### config.mk
export PLATFORM = sky130hd
export DESIGN_NAME = clk_branch_gate_ctrl
export DESIGN_NICKNAME = d
export VERILOG_FILES = /design/src/rtl/clk_branch_gate_pkg.sv /design/src/rtl/clk_branch_gate_cnt.sv /design/src/rtl/clk_branch_gate_ctrl.sv
export SDC_FILE = /design/constraint.sdc
export NUM_CORES = 1
export LEC_CHECK = 0
export ABC_AREA = 1
export CORE_MARGIN = 2
export CORE_UTILIZATION = 42
export CTS_BUF_LIST = sky130_fd_sc_hd__clkbuf_8
export DETAILED_ROUTE_END_ITERATION = 8
export GPL_TIMING_DRIVEN = 0
export PLACE_DENSITY_LB_ADDON = 0.1
export SLEW_MARGIN = 15
export SYNTH_ARGS = -nofsm -noshare
export SYNTH_HDL_FRONTEND = slang
export SYNTH_SLANG_ARGS = --single-unit
export TNS_END_PERCENT = 30
### constraint.sdc
create_clock -name clk -period 1.9 [get_ports clk]
set_input_delay 0.285 -clock clk [delete_from_list [all_inputs] [get_ports clk]]
set_output_delay 0.285 -clock clk [all_outputs]
set_load 0.005 [all_outputs]
### src/rtl/clk_branch_gate_pkg.sv
// clk_branch_gate_pkg: shared types and helpers for the gated-branch enable controller.
//   state_e : FSM encoding (OFF=0, WAKE=1, ON=2, IDLE=3)
//   clog2   : ceiling log2, used to size the shared down-counter
package clk_branch_gate_pkg;

    typedef enum logic [1:0] {
        ST_OFF  = 2'd0,
        ST_WAKE = 2'd1,
        ST_ON   = 2'd2,
        ST_IDLE = 2'd3
    } state_e;

    function automatic int clog2(input int v);
        int r;
        r = 0;
        while ((1 << r) < v) r++;
        return r;
    endfunction

endpackage

### src/rtl/clk_branch_gate_cnt.sv
// clk_branch_gate_cnt: loadable down-counter that saturates at zero.
//   clk, rst   : clock, async active-high reset
//   load_i     : load load_val_i (wins over dec_i)
//   load_val_i : value to load
//   dec_i      : decrement by one, holds at zero
//   value_o    : current count
//   zero_o     : count is zero
module clk_branch_gate_cnt #(
    parameter int W = 4
) (
    input  logic         clk,
    input  logic         rst,
    input  logic         load_i,
    input  logic [W-1:0] load_val_i,
    input  logic         dec_i,
    output logic [W-1:0] value_o,
    output logic         zero_o
);

    logic [W-1:0] cnt_q, cnt_d;

    assign zero_o  = (cnt_q == '0);
    assign value_o = cnt_q;

    always_comb cnt_d = load_i ? load_val_i : (dec_i && !zero_o) ? cnt_q - 1'b1 : cnt_q;

    always_ff @(posedge clk or posedge rst)
        if (rst) cnt_q <= '0;
        else     cnt_q <= cnt_d;

endmodule

### src/rtl/clk_branch_gate_ctrl.sv
// clk_branch_gate_ctrl: reference-counted enable controller for one ICG-gated clock branch.
//   clk, rst : free-running source clock, async active-high reset
//   req_i    : per-requester clock request (level)
//   te_i     : test enable, forces en_o high without touching the FSM
//   en_o     : registered enable to the ICG E pin
//   gnt_o    : registered per-requester grant, branch clock is running for it
//   clk_on_o : registered, branch is in ON or IDLE
module clk_branch_gate_ctrl
    import clk_branch_gate_pkg::*;
#(
    parameter int N_REQ    = 4,
    parameter int WAKE_CYC = 4,
    parameter int IDLE_CYC = 8
) (
    input  logic             clk,
    input  logic             rst,
    input  logic [N_REQ-1:0] req_i,
    input  logic             te_i,
    output logic             en_o,
    output logic [N_REQ-1:0] gnt_o,
    output logic             clk_on_o
);

    localparam int MAX_CYC = (WAKE_CYC > IDLE_CYC) ? WAKE_CYC : IDLE_CYC;
    localparam int CNT_W   = clog2(MAX_CYC + 1);
    localparam logic [CNT_W-1:0] WAKE_LD = CNT_W'(WAKE_CYC - 1);
    localparam logic [CNT_W-1:0] IDLE_LD = CNT_W'(IDLE_CYC - 1);

    state_e           state_q, state_d;
    logic             any_req, cnt_load, cnt_dec, cnt_zero;
    logic [CNT_W-1:0] cnt_ld_val, cnt_val_unused;
    logic             en_q, clk_on_q;
    logic [N_REQ-1:0] gnt_q;

    assign any_req = |req_i;

    always_comb begin
        state_d    = state_q;
        cnt_load   = 1'b0;
        cnt_ld_val = WAKE_LD;
        cnt_dec    = 1'b0;
        case (state_q)
            ST_OFF: if (any_req) begin
                state_d  = ST_WAKE;
                cnt_load = 1'b1;
            end
            // Requests are ignored while waking; the wake always completes.
            ST_WAKE: if (cnt_zero) state_d = ST_ON;
                     else          cnt_dec = 1'b1;
            ST_ON: if (!any_req) begin
                state_d    = ST_IDLE;
                cnt_load   = 1'b1;
                cnt_ld_val = IDLE_LD;
            end
            // Clock is still running in IDLE, so a returning request skips the wake.
            default: if (any_req)       state_d = ST_ON;
                     else if (cnt_zero) state_d = ST_OFF;
                     else               cnt_dec = 1'b1;
        endcase
    end

    clk_branch_gate_cnt #(.W(CNT_W)) u_cnt (
        .clk        (clk),
        .rst        (rst),
        .load_i     (cnt_load),
        .load_val_i (cnt_ld_val),
        .dec_i      (cnt_dec),
        .value_o    (cnt_val_unused),
        .zero_o     (cnt_zero)
    );

    // Outputs are registered from next-state so they line up with the state they describe.
    always_ff @(posedge clk or posedge rst)
        if (rst) begin
            state_q  <= ST_OFF;
            en_q     <= 1'b0;
            gnt_q    <= '0;
            clk_on_q <= 1'b0;
        end else begin
            state_q  <= state_d;
            en_q     <= (state_d != ST_OFF) || te_i;
            gnt_q    <= req_i & {N_REQ{state_d == ST_ON}};
            clk_on_q <= (state_d == ST_ON) || (state_d == ST_IDLE);
        end

    assign en_o     = en_q;
    assign gnt_o    = gnt_q;
    assign clk_on_o = clk_on_q;

endmodule

## Yosys cells after proc, flatten, opt, wreduce, memory -nomap -nowiden

Cells that the tools add are included.

| storage, ports and cells | value |
|---|---|
| register bits | 12 |
| output and inout port bits | 6 |
| logic and storage cells | 37 |

| operators by class | value |
|---|---|
| $add $sub $neg | 1 |
| equality and inequality tests | 4 |
| muxes and demuxes | 16 |
| bitwise logic cells | 1 |
| reduce and logical (&&, ||, !) cells | 10 |

Operators by type and width:

| operator | count |
|---|---|
| $mux 2 | 5 |
| $mux 4 | 2 |
| $eq 2x2->1 const B | 3 |
| $mux 3 | 2 |
| $pmux 2 s3 | 1 |
| $and 4x4->4 | 1 |
| $logic_not 4->1 | 1 |
| $mux 1 | 4 |
| $pmux 1 s2 | 2 |
| $reduce_bool 2->1 | 2 |
| $reduce_or 4->1 | 1 |
| $sub 4x1->4 const B | 1 |
| $eq 2x1->1 const B | 1 |
| $logic_not 2->1 | 1 |
| $logic_or 1x1->1 | 2 |
| $reduce_or 2->1 | 1 |
| $logic_and 1x1->1 | 1 |
| $logic_not 1->1 | 1 |

## Logic depth before layout (Yosys ltp)

| logic depth | value |
|---|---|
| depth in word-level cells | 7 |
| mapped depth | 9 |
| depth with buffers taken out | 9 |

## Cells and area by module

Synthesis repeated with hierarchy kept, for this count alone.

| second synthesis, totals | value |
|---|---|
| cell total of the unflattened synthesis | 86 |
| area total of the unflattened synthesis | 593.1 µm² |

By module, submodules not included:

| module | instances | cells an instance | area each (µm²) | sequential area each (µm²) |
|---|---|---|---|---|
| clk_branch_gate_ctrl | 1 | 40 | 307.8 | 175.2 |
| clk_branch_gate_cnt | 1 | 46 | 285.3 | 100.1 |

## Least setup slack after synthesis

Ideal clock, no wire load.

| timing path | value |
|---|---|
| kind | register -> register |
| from | register u_cnt.cnt_q[0], in the netlist u_cnt.value_o[0] |
| to | register gnt_q[0], in the netlist gnt_o[0] |
| data arrival time | 1.110 ns |
| required time | 1.785 ns |
| slack | 0.675 ns |
| stages on the path, launching flop included | 10 |
| path buffers | 0 |
| cells stage by stage | dfrtp_1 -> inv_1 -> ha_1 -> nand2_1 -> nor2_2 -> inv_2 -> nand2_1 -> nand2_2 -> nand2_2 -> nor2_1 |

| on the way | value |
|---|---|
| longest elaborated chain between the ends | 6 |
| elaborated cells on any way between the ends | 7 |

RTL lines:

| what | line | text |
|---|---|---|
| start: declaration | clk_branch_gate_cnt.sv:20 | `logic [W-1:0] cnt_q, cnt_d;` |
| start signal: assignment | clk_branch_gate_cnt.sv:29 | `else cnt_q <= cnt_d;` |
| $logic_not 4->1 (*) | clk_branch_gate_cnt.sv:22 | `assign zero_o = (cnt_q == '0);` |
| $mux 2 | clk_branch_gate_ctrl.sv:57 | `else if (cnt_zero) state_d = ST_OFF;` |
| $mux 2 | clk_branch_gate_ctrl.sv:56 | `default: if (any_req) state_d = ST_ON;` |
| $pmux 2 s3 (*) | clk_branch_gate_ctrl.sv:42 | `case (state_q)` |
| net state_d[1] | clk_branch_gate_ctrl.sv:29 | `state_e state_q, state_d;` |
| $eq 2x2->1 (*) | clk_branch_gate_ctrl.sv:82 | `gnt_q <= req_i & {N_REQ{state_d == ST_ON}};` |
| $and 4x4->4 (*) | clk_branch_gate_ctrl.sv:82 |  |
| end signal: assignment | clk_branch_gate_ctrl.sv:82 |  |
| end: declaration | clk_branch_gate_ctrl.sv:33 | `logic [N_REQ-1:0] gnt_q;` |

The timed path passes the listed nets; every way through them passes the cells marked *.
A chain may end at the register's enable or synchronous reset.

==> reports/summary.txt <==
============================================================================
Result of the run ............................................. complete, no violations
Most common library cells after synthesis ..................... nand2_1 (22), inv_1 (13), dfrtp_1 (11)
Count of mapped cells out of synthesis ........................           73
Sw frac .......................................................       37.77%
Clock-pin transition on the worst setup and hold timing paths .      0.05 ns
Total Neg Setup Slack .........................................         0 ns
Leakage .......................................................    0.4037 nW
Htree depth ...................................................            1
Final Critical Period .........................................     1.487 ns
Crit path buf inv count .......................................            1
Grt ovf .......................................................            0
Mean post-synth cell area .....................................    7.713 µm²
Maximum clock path buffer count ...............................            2
Filler-free cell count of the finished design .................          104
Number of input and output port buffers inserted ..............           12
Type of destination of the critical path ......................  output port
Pwr per Cell Area .............................................  1554 mW/mm²
Peak fanout along the critical path ...........................            6
Highest-delay cell along the critical path .................... clkdlybuf4s50_1
Detailed-route vias per instance ..............................        4.577
EDFF count, synth .............................................            0
Half-perimeter wire length of the detailed placement result ...     764.6 µm
Share of power burned in registers ............................        34.2%
Most used DFF post-synth ......................................      dfrtp_1
Max Fclk ......................................................   0.6726 GHz
CTS tree ......................................................        built
Setup repair after global routing missed its margin ...........        false
Total non-filler cell area in the finished layout .............    747.0 µm²
IO Pins .......................................................           13
Sort of element at the start of the critical path .............    flip-flop
Routed vias ...................................................          476
Num CTS Buffers ...............................................            3
First drt pass iteration count ................................            4
Worst stage delay on the critical path ........................      0.53 ns
Wire length of the first global-routing pass ..................      1600 µm
Setup slack on the worst flop-to-flop path ....................      0.52 ns
Fraction of final layout cells sized beyond drive strength 1 ..       13.48%
Arrival @ worst endpoint ......................................      1.20 ns
Final estimated routing congestion in global placement ........       0.7069
Yosys top cell area share .....................................       48.89%
Warnings, synthesis ...........................................            0
Max-capacitance violation count ...............................            0
Clk sink count ................................................           11
Max_slew headroom .............................................       73.11%
Power share of the clock group ................................        19.3%
Die Outline Area .............................................. 0.001650 mm²
Setup-failing EPs final .......................................            0
Post-CTS Repair Setup Buffers .................................            0
Sequential element share of the synthesized area ..............       48.89%
CTS hold repair buffers .......................................            0
Final count of hold timing violations .........................            0
Transition time of the tightest slew-check pin ................    0.4029 ns
Remaining DRCs ................................................            0
Syn Nets ......................................................           81
Vias in the first global route ................................          412
Switching power total .........................................     438.5 µW
Post-synthesis cell area ......................................    563.0 µm²
Unique cell type count in the Yosys netlist ...................           13
Worst min-delay path category .................................  in -> async
Max-slew violation count ......................................            0
Placed instance area ..........................................    701.9 µm²
Count of instances resized after the clock tree is built ......            0
Initial DRC Count .............................................            4
Antenna Cells .................................................            0
Count of antenna-violating nets left after detailed routing ...            0
Number of placed cells counting well taps .....................          100
Final layout net count ........................................           98
Clock tree root buffer cell ...................................     clkbuf_8
#FFs+latches synth ............................................           11
Die width .....................................................     40.62 µm
Post-route clock period utilization ...........................       78.26%
Required time at the endpoint of the critical path ............      1.62 ns
Maximum number of pins on one net before global-route repair ..           12
Wire per inst .................................................     9.317 µm
Vertical die dimension ........................................     40.62 µm
Clock Latency Late Sink .......................................      0.23 ns
GRT Util Overall ..............................................       15.48%
Drt total wl ..................................................       969 µm
Fraction of power consumed by combinational cells .............        46.5%
CP top delay family ........................................... buffers and inverters
Area leader, netlist ..........................................      dfrtp_1
Synth-to-Final Area Change ....................................       32.67%
Most frequently used cell type in the post-synthesis netlist ..      nand2_1
Share of flip-flops with an asynchronous set or reset .........       100.0%
Count of fill cells added during filler insertion .............          120
Highest ir drop seen on vdd ...................................    0.9018 mV
Internal power component ......................................     722.5 µW
Critical Setup Path Class .....................................   reg -> out
Placement Rows ................................................           13
CORE AREA ..................................................... 0.001269 mm²
Dominant cells by area after synthesis ........................ dfrtp_1 (49%), nand2_1 (15%), inv_1 (8.7%)
Critical path, cell by cell ................................... clkdlybuf4s50_1
Setup Skew ....................................................  0.002487 ns
Starting density of the core ..................................       44.38%
Antenna violations before repair ..............................            0
============================================================================
[cell type report]
| cell class | instances | area (µm²) | area share (%) |
|---|---|---|---|
| clock buffer | 3 | 41.29 | 5.528 |
| clock inverter | 1 | 3.754 | 0.5025 |
| inverter | 15 | 57.56 | 7.705 |
| multi-input combinational | 47 | 230.2 | 30.82 |
| sequential | 11 | 275.3 | 36.85 |
| tap | 15 | 18.77 | 2.513 |
| timing repair buffer | 12 | 120.1 | 16.08 |
[flip-flops by register name, indices dropped and copies added (netlist names)]
signal,flops
state_q,2
gnt_o,4
u_cnt.value_o,4
en_o,1
[worst paths after layout]
path | startpoint | to | cells past startpoint
worst max register to register | u_cnt.value_o[0] | gnt_o[2] | 9
min in group clk | u_cnt.value_o[1] | u_cnt.value_o[1] | 2
worst min-delay path | rst | gnt_o[0] | 2
worst min register to register | u_cnt.value_o[1] | u_cnt.value_o[1] | 2
max in group asynchronous | rst | u_cnt.value_o[2] | 2
worst max-delay path | state_q[1] | clk_on_o | 1
[cell usage in the layout (no fill, tap or decap)]
| cell | instances |
|---|---|
| clkbuf_8 | 3 |
| nand4_1 | 1 |
| nand3_4 | 1 |
| nand2_1 | 22 |
| clkinv_2 | 1 |
| ha_1 | 1 |
| dfrtp_1 | 11 |
| nand3_1 | 7 |
| nand2_2 | 3 |
| nor2_1 | 8 |
| clkdlybuf4s50_1 | 12 |
| nor2_2 | 3 |
| xor2_1 | 1 |
| inv_2 | 1 |
| inv_1 | 14 |
[metrics by stage]
stage               setup slack [ns]  util (%)  hold WS [ns]  power [mW]
finish                        0.4131     58.88        0.3361       1.161
global route                  0.3529     58.88        0.4069       1.275
detailed placement            0.3609     55.33        0.4751      0.9448
CTS                           0.4063     58.88        0.3599       1.179
floorplan                     0.6749         -        0.1374      0.7527
global placement              0.3739     55.33        0.4659      0.9319
[kinds of logic after synthesis]
group | share of synthesized area (%)
xor gates and xnor gates | 1.556
adders and majority gates | 2.222
buffers and inverters | 10.22
DFF | 48.89
and+or+nand+nor | 37.11
[power groups by stage]
stage | registers (mW) | clock network (mW) | logic (mW)
2_1_floorplan | 0.398 | 0 | 0.354
3_3_place_gp | 0.402 | 0 | 0.530
3_5_place_dp | 0.402 | 0 | 0.543
4_1_cts | 0.399 | 0.229 | 0.551
5_1_grt | 0.411 | 0.243 | 0.620
6_report | 0.397 | 0.224 | 0.540
[per-layer routing]
layer / up-vias / share of wire (%) / global-route usage [%]
met1: 214 / 43 / 17.12
li1: 252 / - / -
met4: 0 / 0.62 / 2.500
met5: - / 0 / 0
met2: 8 / 50 / 25.40
met3: 2 / 6.3 / 9.783
Note: power is estimated with default switching activity, not from simulation.
